File: config.mk
export PLATFORM = sky130hd
export DESIGN_NAME = lcm_unit
export DESIGN_NICKNAME = d
export VERILOG_FILES = /design/src/rtl/lcm_unit.sv
export SDC_FILE = /design/constraint.sdc
export NUM_CORES = 1
export LEC_CHECK = 0
export CAP_MARGIN = 25
export CORE_MARGIN = 2
export CORE_UTILIZATION = 45
export CTS_CLUSTER_DIAMETER = 60
export DETAILED_ROUTE_END_ITERATION = 12
export HOLD_SLACK_MARGIN = 0.02
export PLACE_DENSITY = 0.71
export SETUP_SLACK_MARGIN = 0.2
export SKIP_LAST_GASP = 1
export SLEW_MARGIN = 20
export SYNTH_ARGS = -nofsm -noshare
export SYNTH_HDL_FRONTEND = slang
export SYNTH_SLANG_ARGS = --single-unit
File: constraint.sdc
create_clock -name clk -period 3.4 [get_ports clk]
set_input_delay 0.85 -clock clk [delete_from_list [all_inputs] [get_ports clk]]
set_output_delay 0.85 -clock clk [all_outputs]
set_load 0.05 [all_outputs]
File: src/rtl/lcm_unit.sv
// lcm_unit: computes lcm = (a / g) * b from an operand pair and its GCD.
// A bit-serial restoring divider produces a / g (and checks g divides a),
// then a bit-serial shift-add multiplier forms the 2*WIDTH-bit product.
// Results leave over a valid/ready handshake; err flags inconsistent input.
module lcm_unit #(
  parameter int WIDTH = 8
) (
  input  logic               clk,
  input  logic               reset,
  input  logic               in_valid,
  output logic               in_ready,
  input  logic [WIDTH-1:0]   a,
  input  logic [WIDTH-1:0]   b,
  input  logic [WIDTH-1:0]   g,
  output logic               out_valid,
  input  logic               out_ready,
  output logic [2*WIDTH-1:0] lcm,
  output logic               err
);

  localparam int CW = (WIDTH > 1) ? $clog2(WIDTH) : 1;

  typedef enum logic [1:0] {IDLE, DIV, MUL, DONE} state_t;

  state_t state, state_nx;

  logic [WIDTH-1:0]   a_r, b_r, g_r, quo;
  logic [WIDTH:0]     rem, rem_sh, rem_nx;
  logic               rem_ge;
  logic [2*WIDTH-1:0] acc, acc_nx;
  logic [CW-1:0]      cnt;
  logic               last;

  logic               ld_res;
  logic [2*WIDTH-1:0] res_lcm;
  logic               res_err;

  // One divider step and one multiplier step, both indexed MSB first by cnt.
  // rem stays below g, so its top bit is always clear before the shift.
  always_comb begin
    rem_sh = {rem[WIDTH-1:0], a_r[cnt]};
    rem_ge = (rem_sh >= {1'b0, g_r});
    rem_nx = rem_ge ? (rem_sh - {1'b0, g_r}) : rem_sh;
    acc_nx = {acc[2*WIDTH-2:0], 1'b0} + (quo[cnt] ? {{WIDTH{1'b0}}, b_r} : '0);
    last   = (cnt == '0);
  end

  // State register.
  always_ff @(posedge clk) begin
    if (reset) state <= IDLE;
    else       state <= state_nx;
  end

  // Next-state logic and the result to latch when DONE is entered.
  always_comb begin
    state_nx = state;
    ld_res   = 1'b0;
    res_lcm  = '0;
    res_err  = 1'b0;
    case (state)
      IDLE: begin
        if (in_valid) begin
          if (a == '0 || b == '0) begin
            state_nx = DONE;
            ld_res   = 1'b1;
          end else if (g == '0) begin
            state_nx = DONE;
            ld_res   = 1'b1;
            res_err  = 1'b1;
          end else begin
            state_nx = DIV;
          end
        end
      end
      DIV: begin
        if (last) begin
          if (rem_nx != '0) begin
            state_nx = DONE;
            ld_res   = 1'b1;
            res_err  = 1'b1;
          end else begin
            state_nx = MUL;
          end
        end
      end
      MUL: begin
        if (last) begin
          state_nx = DONE;
          ld_res   = 1'b1;
          res_lcm  = acc_nx;
        end
      end
      DONE: begin
        if (out_ready) state_nx = IDLE;
      end
      default: state_nx = IDLE;
    endcase
  end

  // Operand capture and the serial divide/multiply datapath.
  always_ff @(posedge clk) begin
    if (reset) begin
      a_r <= '0;
      b_r <= '0;
      g_r <= '0;
      quo <= '0;
      rem <= '0;
      acc <= '0;
      cnt <= '0;
    end else begin
      case (state)
        IDLE: begin
          if (in_valid) begin
            a_r <= a;
            b_r <= b;
            g_r <= g;
            cnt <= CW'(WIDTH-1);
            rem <= '0;
            quo <= '0;
            acc <= '0;
          end
        end
        DIV: begin
          rem      <= rem_nx;
          quo[cnt] <= rem_ge;
          if (last) begin
            cnt <= CW'(WIDTH-1);
            acc <= '0;
          end else begin
            cnt <= cnt - 1'b1;
          end
        end
        MUL: begin
          acc <= acc_nx;
          if (!last) cnt <= cnt - 1'b1;
        end
        default: ;
      endcase
    end
  end

  // Result registers: loaded only when DONE is entered, held otherwise.
  always_ff @(posedge clk) begin
    if (reset) begin
      lcm <= '0;
      err <= 1'b0;
    end else if (ld_res) begin
      lcm <= res_lcm;
      err <= res_err;
    end
  end

  assign in_ready  = (state == IDLE);
  assign out_valid = (state == DONE);

endmodule

==> impl_metrics.tcl <==
set metrics [dict create \
    detailedRoute.firstIterationViolations 263 \
    fraction_of_registers_with_async_set_reset_pct 0 \
    grt_pass1_vias 3782 \
    setup.worst_path.class "reg2reg" \
    postSynth.topFlopCell "sky130_fd_sc_hd__dfxtp_1" \
    grt_max_degree 57 \
    global_route_wire_length_before_repair_um 18200 \
    worstHoldPathCells 2 \
    floorplan.die_area_um2 10100 \
    period_needed_ns 3.45 \
    worst_setup_hold_path_clk_slew_ns 0.09 \
    slew_viol_final 0 \
    r2r_start "cnt[2]" \
    gpl.final_weighted_congestion 0.874 \
    wl_per_cell_um 16.2 \
    switching_share_pct 42.1 \
    seq_power_share_pct 23.9 \
    track_usage_pct 22.7 \
    worstPathRequired_ns 3.68 \
    tritoncts "built" \
    initial_core_util_pct 45.8 \
    final.period_utilization_pct 102 \
    highest_cell_delay_on_the_worst_timing_path_ns 0.35 \
    ys_types 58 \
    route.final.wire_length_um 11500 \
    timing.critical_path.cells "mux2_4 > a221o_1 > a22o_1 > inv_2 > ha_4 > fa_2 > nor2b_2 > o31a_1 > o21ai_2 > a21oi_1 > mux2_2 > nor2b_4 > o31ai_4 > buf_4 > buf_12 > mux2i_1" \
    ctsHtreeMaxLevel 3 \
    antenna_left 0 \
    synth_edf_count 0 \
    flip_flop_and_latch_count_after_synthesis 77 \
    hold_start "b_r[6]" \
    drc 0 \
    clock_buffer_count_from_cts 9 \
    ctsRootBufferMaster "sky130_fd_sc_hd__clkbuf_8" \
    cts.sink_count 77 \
    route.vias.total 3953 \
    synth.avg_cell_area_um2 8.11 \
    drt_pass1_iterations 5 \
    final_worst_setup_slack_ns -0.0536 \
    port_buffers 46 \
    timing.setup.tns_ns -0.464 \
    worst_pin_slew_ns 0.757 \
    route.detailed.vias_per_inst 5.59 \
    cap_viol_max_count 0 \
    placedInstanceArea_um2 4930 \
    ctsHoldBuffers 0 \
    final_layout_size_suffix_gt1_share_pct 18.6 \
    gr-total-overflow 0 \
    worst_hold_slack_across_all_endpoints_ns 0.458 \
    synthToLayoutAreaGrowth_pct 32.0 \
    chipHeight_um 100 \
    final_cell_area_um2 5500 \
    report.final.setup_viol 16 \
    n_antenna_cell 0 \
    critPathLaunchType "flop" \
    layout_common_cells "75 x sky130_fd_sc_hd__nand2_1, 75 x sky130_fd_sc_hd__dfxtp_1, 57 x sky130_fd_sc_hd__nor2_1" \
    intPower_mw 2.78 \
    worst_hold_path_type "reg2reg" \
    timing.reg2reg.setup_slack_ns -0.05 \
    finalClockSkew_ns 0.0149 \
    crit_path_max_fanout 8 \
    grt_antenna_before_repair 0 \
    pre_cts_slack_ns -0.0924 \
    clock_power_share_pct 16.3 \
    max-slew-margin-rel_pct 49.3 \
    final_hold_viol_count 0 \
    fmax_mhz 290 \
    ff2ff_path_depth 16 \
    crit_arrival_ns 3.73 \
    hold-path-endpoint "b_r[6]" \
    core-area_um2 9110 \
    synth.cell_area_um2 4170 \
    ys.warnings.count 0 \
    overall_die_width_um 100 \
    slowest_stage "sky130_fd_sc_hd__dfxtp_2" \
    postSynthCellCount 514 \
    total_leakage_power_nw 2.17 \
    r2r_end "lcm[14]" \
    post-dp-hpwl_um 7750 \
    power_density_nw_per_um2 872 \
    comb_power_share_pct 59.8 \
    vdd.ir_drop.worst_mv 0.501 \
    clk_path_buf_depth 2 \
    nNetsFinal 642 \
    rsz_0062_raised_after_global_routing "yes" \
    result_of_the_run "complete, but fails checks" \
    net_switching_power_mw 2.02 \
    crit_family "compound AO/OA/AOI/OAI gates" \
    clk-insertion-delay-late_ns 0.36 \
    yosysSeqAreaShare_pct 37.0 \
    ioPinCount 47 \
    cp_num_buf_inv 3 \
    rows 35 \
    critical_path.endpoint_type "flop" \
    syn_nets 565 \
    violated_checks "negative setup slack" \
]
==> cells in the mapped netlist, types with 7 or more instances <==
library cell / count / area, µm²
sky130_fd_sc_hd__dfxtp_1: 77 / 1540
sky130_fd_sc_hd__nand2_1: 75 / 282
sky130_fd_sc_hd__nor2_1: 61 / 229
sky130_fd_sc_hd__a21oi_1: 53 / 265
sky130_fd_sc_hd__inv_1: 23 / 86.3
sky130_fd_sc_hd__ha_1: 21 / 263
sky130_fd_sc_hd__clkbuf_1: 20 / 75.1
sky130_fd_sc_hd__nor2b_1: 15 / 93.8
sky130_fd_sc_hd__a22oi_1: 14 / 105
sky130_fd_sc_hd__mux2i_1: 11 / 110
sky130_fd_sc_hd__o21ai_0: 11 / 55.1
sky130_fd_sc_hd__nor3_1: 10 / 50.1
sky130_fd_sc_hd__nand3_1: 8 / 40.0
sky130_fd_sc_hd__xnor2_1: 8 / 70.1
sky130_fd_sc_hd__a32o_1: 7 / 70.1
sky130_fd_sc_hd__xor2_1: 7 / 61.3
==> final cells by class <==
cell class,instances,area (µm²)
timing repair buffer,90,841
sequential,77,1550
fill,762,3610
clock buffer,10,128
multi-input combinational,389,2670
clock inverter,6,93.8
inverter,24,90.1
tap,111,139
==> cell families (layout without fill, tap and decap cells) <==
| group | count (synthesis) | count (layout) | synth area share (%) |
|---|---|---|---|
| simple gates | 193 | 193 | 20.6 |
| compound gates | 143 | 143 | 23.5 |
| flops | 77 | 77 | 37.0 |
| buf+inv | 48 | 130 | 4.71 |
| fa+ha+maj | 23 | 23 | 7.26 |
| xor+xnor | 15 | 15 | 3.15 |
| mux | 15 | 15 | 3.81 |
==> worst register-to-register path: cells and delay by family (launching register included) <==
kind | cells | cell delay (ns)
AOI/OAI and AO/OA | 6 | 1.36
adders and majority gates | 2 | 0.34
buffers and inverters | 3 | 0.36
muxes | 3 | 0.79
and+or+nand+nor | 2 | 0.19
DFF | 1 | 0.35
==> worst max path at each step <==
stage | to | from | slack [ns] | depth (start not counted)
final | lcm[14] | cnt[2] | -0.05 | 16
after CTS | lcm[9] | cnt[2] | -0.001 | 16
after global routing | lcm[14] | cnt[2] | -0.17 | 16
after global placement | lcm[15] | cnt[2] | -0.04 | 14
after floorplan | lcm[10] | cnt[2] | 0.06 | 16
after detailed placement | lcm[14] | cnt[2] | -0.09 | 16
==> sequential cells by signal (all words and copies together), names as in the netlist <==
| register | flops |
|---|---|
| g_r | 8 |
| state | 2 |
| rem | 8 |
| quo | 8 |
| lcm | 16 |
| a_r | 8 |
| cnt | 3 |
| b_r | 8 |
| err | 1 |
| acc | 15 |
==> stage by stage <==
| stage | total power [mW] | cells | util, % |
|---|---|---|---|
| final | 4.80 | 707 | 60.4 |
| after global routing | 5.10 | 707 | 60.4 |
| after CTS | 4.58 | 701 | 58.1 |
| after detailed placement | 3.58 | 676 | 54.1 |
| after global placement | 3.55 | 676 | 54.1 |
| after floorplan | 2.82 | 514 | - |
==> power by group through the flow <==
stage                     Clock [mW]  Sequential [mW]  Combinational [mW]
after detailed placement           0             1.15                2.43
after CTS                      0.789             1.14                2.65
final                          0.782             1.15                2.87
after global placement             0             1.15                2.40
after global routing           0.828             1.16                3.11
after floorplan                    0             1.13                1.69
==> repair_timing <==
| item | 4_1_cts | 5_1_grt |
|---|---|---|
| setup endpoints to repair | 24 | 27 |
| buffers inserted | 8 | 6 |
| pin swaps | 7 | 30 |
| resized for setup | 17 | 40 |
| gates cloned | 1 | 0 |
==> routing by layer <==
metal  vias up  wire, µm  GRT usage (%)
met5         -         0              0
li1       1978         -              -
met3        28       601           5.08
met1      1837      5350           32.0
met2       110      5200           34.5
met4         0       305           6.95
Power figures use the tool's default switching activity.
